## config.mk

```make
export PLATFORM = sky130hd
export DESIGN_NAME = csi2_rx_packet_parser
export DESIGN_NICKNAME = d
export VERILOG_FILES = /design/src/rtl/csi2_pkg.sv /design/src/rtl/csi2_crc16.sv /design/src/rtl/csi2_rx_packet_parser.sv
export SDC_FILE = /design/constraint.sdc
export NUM_CORES = 1
export LEC_CHECK = 0
export ABC_AREA = 1
export CAP_MARGIN = 20
export CELL_PAD_IN_SITES_DETAIL_PLACEMENT = 0
export CELL_PAD_IN_SITES_GLOBAL_PLACEMENT = 1
export CORE_MARGIN = 1
export CORE_UTILIZATION = 42
export CTS_BUF_LIST = sky130_fd_sc_hd__clkbuf_2
export CTS_CLUSTER_DIAMETER = 40
export DETAILED_ROUTE_END_ITERATION = 7
export GPL_ROUTABILITY_DRIVEN = 1
export PLACE_DENSITY = 0.94
export SYNTH_ARGS = -nofsm -noshare
export SYNTH_HDL_FRONTEND = slang
export SYNTH_SLANG_ARGS = --single-unit
export TNS_END_PERCENT = 10
```

## constraint.sdc

```tcl
create_clock -name clk -period 2.3 [get_ports clk]
set_input_delay 0.345 -clock clk [delete_from_list [all_inputs] [get_ports clk]]
set_output_delay 0.345 -clock clk [all_outputs]
set_load 0.02 [all_outputs]
```

## src/rtl/csi2_pkg.sv

```systemverilog
// Shared types and constants for the CSI-2 receive packet parser.
package csi2_pkg;

  typedef enum logic [2:0] {
    ST_IDLE    = 3'd0,
    ST_HDR     = 3'd1,
    ST_PAYLOAD = 3'd2,
    ST_CRC     = 3'd3,
    ST_DRAIN   = 3'd4
  } state_e;

  // Data types at or below this value are short packets.
  localparam logic [5:0]  SHORT_DT_MAX = 6'h0F;
  // CRC-16 x^16+x^12+x^5+1 in bit-reflected form.
  localparam logic [15:0] CRC_POLY     = 16'h8408;
  localparam logic [15:0] CRC_INIT     = 16'hFFFF;

endpackage

```

## src/rtl/csi2_crc16.sv

```systemverilog
// One byte of the reflected CSI-2 payload CRC-16, purely combinational.
module csi2_crc16
  import csi2_pkg::*;
(
  input  logic [15:0] crc_in,
  input  logic [7:0]  data,
  output logic [15:0] crc_out
);

  logic [15:0] c;

  always_comb begin
    c = crc_in ^ {8'h00, data};
    for (int i = 0; i < 8; i++) begin
      c = c[0] ? ((c >> 1) ^ CRC_POLY) : (c >> 1);
    end
    crc_out = c;
  end

endmodule

```

## src/rtl/csi2_rx_packet_parser.sv

```systemverilog
// CSI-2 byte-stream packet parser: header decode, payload forwarding, length/truncation errors.
// Optional payload CRC check is built when CSI2_CRC_CHECK_EN is defined.
module csi2_rx_packet_parser
  import csi2_pkg::*;
#(
  parameter int MAX_WC = 4096
) (
  input  logic        clk,
  input  logic        reset_n,
  input  logic        in_valid,
  input  logic [7:0]  in_data,
  input  logic        in_hs_active,
  output logic        hdr_valid,
  output logic [1:0]  hdr_vc,
  output logic [5:0]  hdr_dt,
  output logic [15:0] hdr_wc,
  output logic [7:0]  hdr_ecc,
  output logic        hdr_short,
  output logic        pl_valid,
  output logic [7:0]  pl_data,
  output logic        pl_last,
  output logic        pkt_done,
  output logic        crc_err,
  output logic        len_err,
  output logic        trunc_err
);

  localparam logic [31:0] MAX_WC_U = 32'(MAX_WC);

  state_e      state_q, state_d;
  logic [7:0]  di_q, di_d, b1_q, b1_d, b2_q, b2_d;
  logic [1:0]  hcnt_q, hcnt_d;
  logic [15:0] cnt_q, cnt_d;
  logic        hdr_valid_q, hdr_valid_d, hdr_short_q, hdr_short_d;
  logic [1:0]  hdr_vc_q, hdr_vc_d;
  logic [5:0]  hdr_dt_q, hdr_dt_d;
  logic [15:0] hdr_wc_q, hdr_wc_d;
  logic [7:0]  hdr_ecc_q, hdr_ecc_d;
  logic        pl_valid_q, pl_valid_d, pl_last_q, pl_last_d;
  logic [7:0]  pl_data_q, pl_data_d;
  logic        pkt_done_q, pkt_done_d, len_err_q, len_err_d, trunc_err_q, trunc_err_d;
  logic [15:0] wc_w;
  logic        is_short_w, bad_len_w;

`ifdef CSI2_CRC_CHECK_EN
  logic [15:0] crc_q, crc_d, crc_next;
  logic [7:0]  crc_lo_q, crc_lo_d;
  logic        crc_err_q, crc_err_d;

  csi2_crc16 u_crc16 (
    .crc_in  (crc_q),
    .data    (in_data),
    .crc_out (crc_next)
  );
`endif

  assign wc_w       = {b2_q, b1_q};
  assign is_short_w = (di_q[5:0] <= SHORT_DT_MAX);
  assign bad_len_w  = (wc_w == 16'd0) || (32'(wc_w) > MAX_WC_U);

  always_comb begin
    state_d     = state_q;
    di_d        = di_q;
    b1_d        = b1_q;
    b2_d        = b2_q;
    hcnt_d      = hcnt_q;
    cnt_d       = cnt_q;
    hdr_valid_d = 1'b0;
    hdr_short_d = hdr_short_q;
    hdr_vc_d    = hdr_vc_q;
    hdr_dt_d    = hdr_dt_q;
    hdr_wc_d    = hdr_wc_q;
    hdr_ecc_d   = hdr_ecc_q;
    pl_valid_d  = 1'b0;
    pl_last_d   = 1'b0;
    pl_data_d   = pl_data_q;
    pkt_done_d  = 1'b0;
    len_err_d   = 1'b0;
    trunc_err_d = 1'b0;
`ifdef CSI2_CRC_CHECK_EN
    crc_d       = crc_q;
    crc_lo_d    = crc_lo_q;
    crc_err_d   = 1'b0;
`endif
    // Losing HS mid-packet wins over any byte presented in the same cycle.
    if ((state_q == ST_HDR || state_q == ST_PAYLOAD || state_q == ST_CRC) && !in_hs_active) begin
      trunc_err_d = 1'b1;
      state_d     = ST_IDLE;
    end else begin
      unique case (state_q)
        ST_IDLE: if (in_hs_active && in_valid) begin
          di_d    = in_data;
          hcnt_d  = 2'd1;
          state_d = ST_HDR;
        end
        ST_HDR: if (in_valid) begin
          if (hcnt_q == 2'd1) begin
            b1_d   = in_data;
            hcnt_d = 2'd2;
          end else if (hcnt_q == 2'd2) begin
            b2_d   = in_data;
            hcnt_d = 2'd3;
          end else begin
            hdr_valid_d = 1'b1;
            hdr_vc_d    = di_q[7:6];
            hdr_dt_d    = di_q[5:0];
            hdr_wc_d    = wc_w;
            hdr_ecc_d   = in_data;
            hdr_short_d = is_short_w;
            if (is_short_w) begin
              state_d = ST_IDLE;
            end else if (bad_len_w) begin
              len_err_d = 1'b1;
              state_d   = ST_DRAIN;
            end else begin
              cnt_d   = wc_w;
              state_d = ST_PAYLOAD;
`ifdef CSI2_CRC_CHECK_EN
              crc_d   = CRC_INIT;
`endif
            end
          end
        end
        ST_PAYLOAD: if (in_valid) begin
          pl_valid_d = 1'b1;
          pl_data_d  = in_data;
          pl_last_d  = (cnt_q == 16'd1);
          cnt_d      = cnt_q - 16'd1;
`ifdef CSI2_CRC_CHECK_EN
          crc_d      = crc_next;
`endif
          if (cnt_q == 16'd1) begin
            hcnt_d  = 2'd0;
            state_d = ST_CRC;
          end
        end
        ST_CRC: if (in_valid) begin
          if (hcnt_q == 2'd0) begin
            hcnt_d   = 2'd1;
`ifdef CSI2_CRC_CHECK_EN
            crc_lo_d = in_data;
`endif
          end else begin
            pkt_done_d = 1'b1;
            state_d    = ST_DRAIN;
`ifdef CSI2_CRC_CHECK_EN
            crc_err_d  = ({in_data, crc_lo_q} != crc_q);
`endif
          end
        end
        ST_DRAIN: if (!in_hs_active) state_d = ST_IDLE;
        default:  state_d = ST_IDLE;
      endcase
    end
  end

  always_ff @(posedge clk or negedge reset_n) begin
    if (!reset_n) begin
      state_q     <= ST_IDLE;
      di_q        <= '0;
      b1_q        <= '0;
      b2_q        <= '0;
      hcnt_q      <= '0;
      cnt_q       <= '0;
      hdr_valid_q <= 1'b0;
      hdr_short_q <= 1'b0;
      hdr_vc_q    <= '0;
      hdr_dt_q    <= '0;
      hdr_wc_q    <= '0;
      hdr_ecc_q   <= '0;
      pl_valid_q  <= 1'b0;
      pl_last_q   <= 1'b0;
      pl_data_q   <= '0;
      pkt_done_q  <= 1'b0;
      len_err_q   <= 1'b0;
      trunc_err_q <= 1'b0;
    end else begin
      state_q     <= state_d;
      di_q        <= di_d;
      b1_q        <= b1_d;
      b2_q        <= b2_d;
      hcnt_q      <= hcnt_d;
      cnt_q       <= cnt_d;
      hdr_valid_q <= hdr_valid_d;
      hdr_short_q <= hdr_short_d;
      hdr_vc_q    <= hdr_vc_d;
      hdr_dt_q    <= hdr_dt_d;
      hdr_wc_q    <= hdr_wc_d;
      hdr_ecc_q   <= hdr_ecc_d;
      pl_valid_q  <= pl_valid_d;
      pl_last_q   <= pl_last_d;
      pl_data_q   <= pl_data_d;
      pkt_done_q  <= pkt_done_d;
      len_err_q   <= len_err_d;
      trunc_err_q <= trunc_err_d;
    end
  end

`ifdef CSI2_CRC_CHECK_EN
  always_ff @(posedge clk or negedge reset_n) begin
    if (!reset_n) begin
      crc_q     <= '0;
      crc_lo_q  <= '0;
      crc_err_q <= 1'b0;
    end else begin
      crc_q     <= crc_d;
      crc_lo_q  <= crc_lo_d;
      crc_err_q <= crc_err_d;
    end
  end
  assign crc_err = crc_err_q;
`else
  assign crc_err = 1'b0;
`endif

  assign hdr_valid = hdr_valid_q;
  assign hdr_vc    = hdr_vc_q;
  assign hdr_dt    = hdr_dt_q;
  assign hdr_wc    = hdr_wc_q;
  assign hdr_ecc   = hdr_ecc_q;
  assign hdr_short = hdr_short_q;
  assign pl_valid  = pl_valid_q;
  assign pl_data   = pl_data_q;
  assign pl_last   = pl_last_q;
  assign pkt_done  = pkt_done_q;
  assign len_err   = len_err_q;
  assign trunc_err = trunc_err_q;

endmodule
```

==> results.txt <==
----------------------------------------------------
[Outcome]
  Result of the run ... finished, final reports clean

[Yosys]
  Sequential fraction of the synthesis area ... 53.66%
  YS warnings ... 0
  Syn Nets ... 557
  Library cells used by synthesis ... 31
  Area contributors post-synth ... sky130_fd_sc_hd__dfrtp_1 54%, sky130_fd_sc_hd__nand2_1 17%, sky130_fd_sc_hd__o21ai_0 7.2%
  Synthesized area divided by synthesized cell count ... 7.945 um^2
  Total of flip-flops plus latches after synthesis ... 92
  Largest area contributor in the synthesized netlist ... sky130_fd_sc_hd__dfrtp_1
  Share of the synthesized area in the top cell type ... 53.66%
  Number of standard cells after synthesis ... 540
  Post-synthesis instance area ... 0.004290 mm^2

[Critical path]
  Cell at the slowest stage of the critical path ... sky130_fd_sc_hd__clkdlybuf4s50_1
  Crit path capture type ... output port
  Worst setup startpoint ... hdr_dt[0]
  Largest delay share family, worst path ... buffers and inverters
  Crit. path cell count ... 1
  R2r endpoint ... state_q[2]
  Startpoint of the worst register-to-register path ... state_q[0]
  Series of cell instances along the critical path ... clkdlybuf4s50_1
  Critical path class ... flop to output port
  Total buffers and inverters traversed by the critical path ... 1
  Slowest stage delay, CP ... 0.62 ns
  WP data required ... 1.96 ns
  R2R depth ... 8
  Setup slack of the most critical reg-to-reg path ... 0.45 ns
  Critical path fanouts, max ... 2
  Crit path DAT ... 1.58 ns
  Critical Path Start Type ... flop
  Critical Path Sink ... hdr_dt[0]

[Global route]
  Vias in the first global route ... 3563
  Number of antenna violations at the first check in global routing ... 0
  Pin count of the biggest net entering global routing ... 52
  GR Util All Layers ... 20.92%
  Grt ovf ... 0
  First-pass GRT wire length ... 16.98 mm

[STA]
  Final count of pins violating max slew ... 0
  Endpoints failing hold ... 0
  Min cycle time layout ... 1.928 ns
  Worst slew pin tran ... 0.7304 ns
  Post-Route Skew ... 0.03491 ns
  Slew headroom ... 51.24%
  Share of the clock period used by the worst path after layout ... 83.84%
  Setup WS post-layout ... 0.3717 ns
  Accumulated negative setup slack ... 0 ns
  Fmax ... 518.6 MHz
  Unrepaired setup endpoints after global routing ... false
  Final setup violation count ... 0

[Clock network]
  Clock transition at the registers of the reported paths ... 0.28 ns
  Clock tree from TritonCTS ... built
  Num CTS Buffers ... 9
  Depth of the CTS H-tree ... 3
  Maximum number of buffers from clock root to sink ... 2
  Total of cells resized after clock tree synthesis ... 0
  Postcts setup bufs ... 0
  Clk Latency, worst-skew pair ... 0.54 ns
  Cts-stage hold buffer count ... 1
  Number of clock sinks ... 92
  Clock root buffer ... sky130_fd_sc_hd__clkbuf_2

[Drt]
  Wire length after detailed routing ... 9.792 mm
  Final ANT Viol Nets ... 0
  Via count ... 3634
  Number of violations reported at the end of detailed-routing iteration 0 ... 174
  Detailed-router iteration count before antenna repair ... 4
  Routed wire per std cell ... 13.23 um
  Vias per cell ... 4.911
  Final routed DRC violation total ... 0

[Placed design]
  Post-DP HPWL ... 7.297 mm
  Placed insts ... 723
  Post-placement worst setup slack ... 0.1312 ns
  Count of buffers from port buffering ... 58
  Routability Congestion ... 0.8669

[Die]
  Die outline width ... 103.1 um
  FP Rows ... 36
  Full die area ... 0.01062 mm^2
  Number of top-level pins ... 60
  Core Region ... 0.009819 mm^2
  Initial Utilization ... 43.69%
  Die height ... 103.1 um

[Flow run]
  Max-capacitance violation count ... 0

[Layout]
  Nets ... 619
  Antenna cell count ... 0
  Final standard cell count with taps included and fillers excluded ... 740
  P&R area growth vs syn ... 19.01%
  Layout cells sized above 1 ... 5.931%

[Pwr]
  Peak VDD IR ... 0.5610 mV
  Power per unit of standard cell area ... 1371 mW/mm^2
  Leakage power ... 2.543 nW

[Min path]
  Type of the tightest min-delay check ... primary input to asynchronous set/reset pin

----------------------------------------------------
[per-stage QoR]
| step | cell area, um^2 | util, % | total power, mW | hold slack [ns] |
|---|---|---|---|---|
| 3_5_place_dp | 4995 | 50.87 | 6.295 | 0.4090 |
| 2_1_floorplan | 4290 | - | 5.065 | 0.04941 |
| 4_1_cts | 5106 | 52.00 | 7.054 | 0.2961 |
| 5_1_grt | 5106 | 52.00 | 7.664 | 0.3054 |
| 6_report | 5106 | 52.00 | 7.001 | 0.3216 |
| 3_3_place_gp | 4995 | 50.87 | 6.183 | 0.3975 |
[kinds of logic after synthesis]
family / after synthesis / share of synthesized area, %
simple gates: 288 / 27.53
flops: 92 / 53.66
compound gates: 87 / 10.32
buf+inv: 65 / 6.533
fa+ha+maj: 5 / 1.458
xor+xnor: 2 / 0.4084
other cells: 1 / 0.08741
[worst register-to-register path: stages (launching register included)]
cell and delay, ns:
sky130_fd_sc_hd__dfrtp_1 0.49, sky130_fd_sc_hd__nor2_1 0.17, sky130_fd_sc_hd__nand2_1 0.27, sky130_fd_sc_hd__inv_2 0.31, sky130_fd_sc_hd__nand2_1 0.15, sky130_fd_sc_hd__nand2_1 0.10
sky130_fd_sc_hd__nand2_1 0.05, sky130_fd_sc_hd__nand2_1 0.12, sky130_fd_sc_hd__o21bai_1 0.10
[how the worst min path moves through the flow]
stage | slack [ns] | cells past startpoint | startpoint | endpoint
floorplan | 0.05 | 0 | reset_n | b1_q[0]
global route | 0.31 | 2 | reset_n | pl_data[4]
global placement | 0.40 | 1 | reset_n | hdr_dt[3]
detailed placement | 0.41 | 1 | reset_n | hdr_dt[3]
CTS | 0.30 | 2 | reset_n | di_q[3]
finish | 0.32 | 2 | reset_n | hdr_dt[3]
[flip-flops by register name, summed over array words and instances (netlist names), 2 cells and up]
register,cells
b1_q,8
b2_q,8
cnt_q,16
di_q,8
hcnt_q,2
hdr_dt,6
hdr_ecc,8
hdr_vc,2
hdr_wc,16
pl_data,8
state_q,3
[report_power, final]
group | internal [mW] | switching, mW | total [mW]
Combinational | 1.35 | 2.14 | 3.49
Clock | 0.163 | 0.586 | 0.749
Sequential | 2.26 | 0.501 | 2.76
Total | 3.78 | 3.23 | 7.00
[synth_stat cells (all sizes together)]
library cell / n
a21oi: 4
and3: 1
buf: 12
clkbuf: 3
conb: 1
dfrtp: 92
ha: 5
inv: 50
nand2: 199
nand3: 29
nand3b: 2
nand4: 3
nor2: 51
nor3: 2
nor4: 1
o211ai: 1
o21ai: 79
o21bai: 1
o22ai: 2
xnor2: 1
xor2: 1
[per-layer routing]
layer | wire length (um) | GRT usage, % | up-vias
met5 | 0 | 0 | -
met4 | 108 | 5.200 | 0
met3 | 368 | 3.864 | 10
met2 | 4671 | 35.18 | 60
met1 | 4645 | 28.01 | 1738
li1 | - | - | 1826
[layout by cell type (no fill, tap or decap), types with 2 or more instances in the layout]
cell                              synthesis  routed
sky130_fd_sc_hd__nand2_1                196     196
sky130_fd_sc_hd__dfrtp_1                 92      92
sky130_fd_sc_hd__o21ai_0                 62      62
sky130_fd_sc_hd__clkdlybuf4s50_1          0      57
sky130_fd_sc_hd__nor2_1                  48      48
sky130_fd_sc_hd__inv_1                   46      46
sky130_fd_sc_hd__nand3_1                 28      28
sky130_fd_sc_hd__o21ai_1                 17      17
sky130_fd_sc_hd__clkbuf_2                 0       9
sky130_fd_sc_hd__buf_4                    1       8
sky130_fd_sc_hd__ha_1                     5       5
sky130_fd_sc_hd__inv_2                    4       4
sky130_fd_sc_hd__a21oi_1                  4       4
sky130_fd_sc_hd__nand4_1                  3       3
sky130_fd_sc_hd__inv_6                    0       3
sky130_fd_sc_hd__nor2_2                   2       2
sky130_fd_sc_hd__nand3b_1                 2       2
sky130_fd_sc_hd__nand2_2                  2       2
sky130_fd_sc_hd__o22ai_1                  2       2
sky130_fd_sc_hd__clkinv_2                 0       2
[cell type report]
type | count | area [um^2]
Timing Repair Buffer | 66 | 640.6
Sequential cell | 92 | 2302
Inverter | 50 | 187.7
Clock inverter | 7 | 56.30
Clock buffer | 9 | 45.04
Fill cell | 990 | 4713
Multi-Input combinational cell | 383 | 1708
Tap cell | 133 | 166.4
(Power assumes the default switching activity.)
